### config.mk
export PLATFORM = sky130hd
export DESIGN_NAME = pipe_hazard_ctl
export DESIGN_NICKNAME = d
export VERILOG_FILES = /design/src/rtl/pipe_hazard_ctl.sv
export SDC_FILE = /design/constraint.sdc
export NUM_CORES = 1
export LEC_CHECK = 0
export ABC_AREA = 1
export CAP_MARGIN = 20
export CORE_ASPECT_RATIO = 0.5
export CORE_MARGIN = 10
export CORE_UTILIZATION = 25
export DETAILED_ROUTE_END_ITERATION = 6
export DONT_BUFFER_PORTS = 1
export PLACE_DENSITY_LB_ADDON = 0.08
export REMOVE_ABC_BUFFERS = 1
export SKIP_LAST_GASP = 1
export SYNTH_ARGS = -nofsm -noshare
export SYNTH_HDL_FRONTEND = slang
export SYNTH_SLANG_ARGS = --single-unit
export TNS_END_PERCENT = 20
### constraint.sdc
create_clock -name clk -period 2.5 [get_ports clk]
set_input_delay 0.625 -clock clk [delete_from_list [all_inputs] [get_ports clk]]
set_output_delay 0.625 -clock clk [all_outputs]
set_load 0.1 [all_outputs]
### src/rtl/pipe_hazard_ctl.sv
// Pipeline hazard controller: resolves load-use, taken-branch and multi-cycle multiply hazards.
// Outputs are combinational from state and inputs; state and stall counter are registered.
module pipe_hazard_ctl #(
  parameter int REGW     = 5,
  parameter int MULT_LAT = 4,
  parameter int CNTW     = 16
) (
  input  logic            clk,
  input  logic            reset,
  input  logic [REGW-1:0] id_rs1,
  input  logic [REGW-1:0] id_rs2,
  input  logic            id_use_rs1,
  input  logic            id_use_rs2,
  input  logic            ex_valid,
  input  logic            ex_is_load,
  input  logic [REGW-1:0] ex_rd,
  input  logic            br_taken,
  input  logic            mul_start,
  output logic            pc_we,
  output logic            ifid_we,
  output logic            idex_we,
  output logic            ifid_ctl,
  output logic            idex_ctl,
  output logic            exmem_ctl,
  output logic [CNTW-1:0] stall_cycles
);

  typedef enum logic [1:0] {HOLD, RUN, MUL} state_t;

  state_t          state_q, state_d;
  logic [3:0]      mcnt_q, mcnt_d;
  logic [CNTW-1:0] stall_cycles_q, stall_cycles_d;
  logic            load_use;

  always_comb begin
    load_use = ex_valid && ex_is_load && (ex_rd != '0) &&
               ((id_use_rs1 && (id_rs1 == ex_rd)) || (id_use_rs2 && (id_rs2 == ex_rd)));
  end

  always_comb begin
    state_d   = state_q;
    mcnt_d    = mcnt_q;
    pc_we     = 1'b0;
    ifid_we   = 1'b0;
    idex_we   = 1'b0;
    ifid_ctl  = 1'b0;
    idex_ctl  = 1'b0;
    exmem_ctl = 1'b0;
    case (state_q)
      HOLD: state_d = RUN;
      RUN: begin
        pc_we     = 1'b1;
        ifid_we   = 1'b1;
        idex_we   = 1'b1;
        ifid_ctl  = 1'b1;
        idex_ctl  = 1'b1;
        exmem_ctl = 1'b1;
        if (br_taken) begin
          ifid_ctl = 1'b0;
          idex_ctl = 1'b0;
        end else if (mul_start) begin
          pc_we     = 1'b0;
          ifid_we   = 1'b0;
          idex_we   = 1'b0;
          exmem_ctl = 1'b0;
          // The mul_start cycle is the first stall cycle; MUL covers the remaining MULT_LAT-2.
          if (MULT_LAT != 2) begin
            state_d = MUL;
            mcnt_d  = 4'(MULT_LAT - 3);
          end
        end else if (load_use) begin
          pc_we    = 1'b0;
          ifid_we  = 1'b0;
          idex_ctl = 1'b0;
        end
      end
      MUL: begin
        ifid_ctl = 1'b1;
        idex_ctl = 1'b1;
        if (mcnt_q == 4'd0) state_d = RUN;
        else                mcnt_d  = mcnt_q - 4'd1;
      end
      default: state_d = HOLD;
    endcase
  end

  always_comb begin
    stall_cycles_d = stall_cycles_q;
    if ((state_q != HOLD) && !pc_we && (stall_cycles_q != '1))
      stall_cycles_d = stall_cycles_q + 1'b1;
  end

  always_ff @(posedge clk or negedge reset) begin
    if (!reset) begin
      state_q        <= HOLD;
      mcnt_q         <= 4'd0;
      stall_cycles_q <= '0;
    end else begin
      state_q        <= state_d;
      mcnt_q         <= mcnt_d;
      stall_cycles_q <= stall_cycles_d;
    end
  end

  assign stall_cycles = stall_cycles_q;

endmodule
==> reports/qor.yml, run 1 <==
critical_path:
  crit_type: "reg -> out"
  rr_worst_depth: 10
  crit_arrival_ns: 1.67
  endpoint_kind: "primary output"
  timing.rr.end: "mcnt_q[2]$_DFFE_PN0P_"
  required_ns: 1.88
  worst-path-max-fanout: 5
  cp-start-kind: "flip-flop"
  r2r-start: "state_q[1]$_DFFE_PN0P_"
  r2r_setup_slack_ns: 0.63
die:
  dieWidth_um: 135.9
  die_y_um: 77.93
  ioPinCount: 45
  row_count: 20
  die_area_um2: 10590
  core_area_um2: 6281
  initial_core_util_pct: 26.71
routing:
  drt_iter0_drc: 81
  wl_mm: 4.614
  vias: 1559
  antenna_left: 0
  drt_first_pass_iters: 4
  routedWlPerCell_um: 13.15
  drc: 0
  vias_per_cell: 4.442
synth:
  yosysTopAreaCellShare_pct: 32.81
  synth-simple-area-share_pct: 39.45
  syn-mean-instance-area_um2: 6.876
  muxShareOfSynthArea_pct: 0
  synth_top_family_by_area: "simple AND/OR/NAND/NOR gates"
  yosys_warnings: 0
  ys_ff_latch: 22
  yosysTopAreaCell: "dfrtp_1"
  synth-compound-area-share_pct: 4.623
  yosysUniqueCellTypes: 28
  syn_inst: 244
  synth_xor_area_share_pct: 7.308
  synth_area_um2: 1678
  yosys-top-cells-area: "dfrtp_1 (33%), nand2_1 (18%), inv_1 (8.1%)"
  yosys.area_share.adder_pct: 4.474
  seq_area_frac_synth_pct: 32.81
clocking:
  cts_resized: 0
  insertion_delay_ns: 0.26
  clk_pin_slew_worst_paths_ns: 0.06
  cts.path.max_buffers: 2
  ctsHoldBuffers: 0
  cts_root_buf: "clkbuf_16"
  htree_levels: 1
  cts_buffers: 3
  cts_tree: "done"
  clock-sinks: 22
  post_cts_buffers: 0
sta:
  hold_viol_final: 0
  rsz0062_at_grt: "false"
  maxSlewViolCount: 0
  slew_headroom_pct: 77.83
  fin_ws_ns: 0.2070
  min_period_over_period_pct: 91.72
  finalSetupTns_ns: 0
  fin_crit_ns: 2.293
  worst_pin_slew_ns: 0.3326
  finalClockSkew_ns: 0.007554
  fmax_ghz: 0.4361
  setup_viol: 0
final_layout:
  area_growth_pct: 21.63
  layout-drive-gt1-share_pct: 14.83
  multi_input_area_um2: 952.2
  stdcell_count: 351
  antenna_cells: 0
  ff_latch_area_um2: 550.5
  final_nets: 294
  n_fill_cell: 695
power_and_ir_drop:
  ir_worst_vdd_mv: 0.3971
  leakagePower_uw: 0.001045
  p_per_area_nw_per_um2: 1189
  p_total_uw: 2427
placement:
  dp_hpwl_mm: 3.592
  pre_cts_ws_ns: 0.3103
  dp.cells: 348
  routabilityCongestion: 0.7166
  port_buffers: 0
min_path:
  min_path_type: "in -> async"
global_routing:
  antenna_found_initial: 0
  grt_max_degree: 23
  grt_first_pass_wirelength_mm: 7.631
  grt_pass1_vias: 1569
  grt_usage_pct: 8.823
  grt-ovfl-total: 0
outcome:
  outcome: "completed"
flow_run:
  drv_cap: 0
## cell families after synthesis
family | after synthesis
fa+ha+maj | 6
xor+xnor | 14
simple gates | 143
compound gates | 13
flops | 22
buf+inv | 46
## metal layers
| metal | part of all wire, % | global-route usage [%] | vias up |
|---|---|---|---|
| li1 | - | - | 812 |
| met1 | 47 | 10.91 | 708 |
| met2 | 45 | 13.95 | 37 |
| met3 | 7.4 | 3.406 | 2 |
| met4 | 0.87 | 2.537 | 0 |
| met5 | 0 | 0 | - |
## cell usage after synthesis
cell type	number
buf_4	2
nor2_1	20
nand3_2	1
o21ai_1	2
nand2_1	80
nand3_1	14
o31ai_1	2
clkinv_1	1
dfrtp_1	22
o32ai_1	1
a21oi_1	3
xor2_1	7
nand4_1	17
nand3_4	2
clkbuf_1	1
inv_2	3
ha_1	6
nand2_2	2
a21boi_0	1
buf_2	2
a31oi_1	1
nor3_1	4
nor3_2	1
xnor2_1	7
buf_6	1
inv_1	36
o21ai_0	3
nor2_4	2
## through the flow
stage	hold WS [ns]	area (µm²)	utilization [%]
2_1_floorplan	0.3294	1638	-
3_3_place_gp	0.3306	1966	31.29
3_5_place_dp	0.3305	1966	31.29
4_1_cts	0.04896	2041	32.49
5_1_grt	0.04417	2041	32.49
6_report	0.05810	2041	32.49
## worst max path at each step
stage | from | slack (ns) | cells past startpoint | to
after floorplan | state_q[1]$_DFFE_PN0P_ | -4.11 | 6 | ifid_we
after global placement | id_rs1[0] | 0.33 | 10 | idex_ctl
after detailed placement | ex_rd[2] | 0.31 | 10 | idex_ctl
after CTS | state_q[0]$_DFFE_PN0P_ | 0.19 | 7 | idex_ctl
after global routing | state_q[0]$_DFFE_PN0P_ | 0.07 | 7 | idex_ctl
final | state_q[0]$_DFFE_PN0P_ | 0.21 | 7 | idex_ctl
## area by class of cell
cell class	count	share of cell area, %
clock buffers	3	3.679
inverters	40	7.357
multi-input cells	176	46.66
flip-flops and latches	22	26.98
well taps	88	5.395
repair buffers	22	9.933
## cell usage in the layout, fill, tap and decap left out, types with 2 or more instances in the layout
cell type	netlist	final
nor3_1	4	4
ha_1	6	6
dfrtp_1	22	22
xnor2_1	7	7
nand4_1	17	17
o31ai_1	2	2
nand3_4	2	2
o21ai_1	2	2
nand2_1	80	80
o21ai_0	3	3
buf_12	0	3
nand2_2	2	2
inv_2	3	4
buf_4	2	19
nor2_4	2	2
a21oi_1	3	2
clkbuf_16	0	3
nor2_1	20	20
xor2_1	7	7
nand3_1	14	14
inv_1	36	35
## critical path, cell delays in order (launching register included)
cell,delay (ns)
dfrtp_1,0.38
inv_1,0.10
ha_1,0.27
inv_1,0.12
a21boi_2,0.18
o31ai_1,0.09
inv_1,0.10
buf_12,0.18
## state kept, by name (all words and copies together), names as in the netlist
name	cells
mcnt_q	4
stall_cycles	16
state_q	2
## power by group
group / internal, µW / switching (µW)
Combinational: 398 / 1180
Clock: 212 / 130
Sequential: 447 / 63.6
Total: 1060 / 1370
Power figures use the tool's default switching activity.
==> inputs of run 2 (changes only) <==
==> constraint.sdc (replaced) <==
create_clock -name clk -period 2.6 [get_ports clk]
set_input_delay 0.65 -clock clk [delete_from_list [all_inputs] [get_ports clk]]
set_output_delay 0.65 -clock clk [all_outputs]
set_load 0.1 [all_outputs]
==> reports/qor.yml, run 2 (synthesis gave the netlist of run 1 again) <==
outcome:
  outcome: "completed"
final_layout:
  area_growth_pct: 21.70
  stdcell_count: 352
  antenna_cells: 0
  layout-drive-gt1-share_pct: 15.15
  fin_util_pct: 32.51
  final_nets: 294
  largest_reg_flops: 16
  layout_commonest_cell: "nand2_1"
  n_fill_cell: 694
  final_cell_mix: "nand2_1 (80), inv_1 (35), dfrtp_1 (22)"
flow_run:
  drv_cap: 0
power_and_ir_drop:
  ir_worst_vdd_mv: 0.2829
  leakagePower_uw: 0.001048
  p_total_uw: 2341
  p_per_area_nw_per_um2: 1146
global_routing:
  grt_usage_pct: 8.643
  grt_first_pass_wirelength_mm: 7.479
  grt_max_degree: 23
  grt-ovfl-total: 0
  antenna_found_initial: 0
  grt_pass1_vias: 1515
routing:
  vias: 1556
  drc: 0
  drt_iter0_drc: 41
  routedWlPerCell_um: 12.90
  antenna_left: 0
  drt_first_pass_iters: 4
  wl_mm: 4.541
  vias_per_cell: 4.420
critical_path:
  crit_path_start: "state_q[0]$_DFFE_PN0P_"
  timing.rr.end: "mcnt_q[2]$_DFFE_PN0P_"
  endpoint: "idex_ctl"
  r2r_setup_slack_ns: 0.53
  worst-path-max-fanout: 5
  endpoint_kind: "primary output"
  crit_type: "reg -> out"
  r2r-start: "state_q[1]$_DFFE_PN0P_"
  rr_worst_depth: 10
  required_ns: 1.95
  cp-start-kind: "flip-flop"
  crit_arrival_ns: 1.67
sta:
  holdWs_ns: 0.08482
  fmax_ghz: 0.4315
  maxSlewViolCount: 0
  finalSetupTns_ns: 0
  slew_headroom_pct: 60.90
  finalClockSkew_ns: 0.005565
  worst_pin_slew_ns: 0.5866
  hold_viol_final: 0
  setup_viol: 0
  min_period_over_period_pct: 89.14
  rsz0062_at_grt: "false"
  fin_crit_ns: 2.318
clocking:
  ctsHoldBuffers: 0
  insertion_delay_ns: 0.26
  cts_resized: 0
  post_cts_buffers: 0
  cts.path.max_buffers: 2
  cts_tree: "done"
  cts_buffers: 3
  cts_root_buf: "clkbuf_16"
  clk_pin_slew_worst_paths_ns: 0.06
  clock-sinks: 22
  htree_levels: 1
die:
  die_area_um2: 10590
  dieWidth_um: 135.9
  initial_core_util_pct: 26.71
  core_area_um2: 6281
  die_y_um: 77.93
  ioPinCount: 45
  row_count: 20
placement:
  port_buffers: 0
  dp.cells: 348
  routabilityCongestion: 0.7458
  dp_hpwl_mm: 3.568
min_path:
  min_path_type: "in -> async"
[run 2: changes by cell type in the layout (fill, tap and decap cells not counted)]
cell      delta
buf_12       -1
buf_4        +1
clkbuf_8     +1
[run 2: area by class of cell]
class | count | area (µm²) | area share (%)
Sequential cell | 22 | 550.5 | 26.96
Clock buffer | 4 | 88.84 | 4.350
Tap cell | 88 | 110.1 | 5.392
Timing Repair Buffer | 22 | 190.2 | 9.314
Multi-Input combinational cell | 176 | 952.2 | 46.63
Inverter | 40 | 150.1 | 7.353
[run 2: worst min path at each step]
stage,start,endpoint,slack (ns),depth (start not counted)
final,reset,stall_cycles[14]$_DFFE_PN0P_,0.08,0
after CTS,reset,stall_cycles[6]$_DFFE_PN0P_,0.08,0
after detailed placement,reset,mcnt_q[0]$_DFFE_PN0P_,0.36,0
after global placement,reset,mcnt_q[0]$_DFFE_PN0P_,0.36,0
after floorplan,reset,mcnt_q[0]$_DFFE_PN0P_,0.35,0
after global routing,reset,mcnt_q[1]$_DFFE_PN0P_,0.07,0
[run 2: metal layers]
metal	vias up	global-route usage, %	routed length [µm]
li1	809	-	-
met3	2	3.856	372
met1	706	10.64	2079
met4	0	2.220	41
met5	-	0	0
met2	39	13.47	2047
[run 2: power breakdown]
part,internal (µW),switching [µW]
combinational,363,1120
sequential,429,68.7
clock,235,128
[run 2: metrics by stage]
step                setup slack [ns]  instance area, µm²
floorplan                     -4.050                1638
global placement              0.3814                1953
detailed placement            0.3132                1953
CTS                           0.2425                2042
global route                  0.1293                2042
finish                        0.2825                2042
[run 2: worst max-delay path: stages (launching register included)]
cell and delay, ns:
dfrtp_1 0.38, inv_1 0.10, ha_1 0.26, inv_1 0.12
a21boi_2 0.17, o31ai_1 0.09, inv_1 0.10, buf_12 0.18
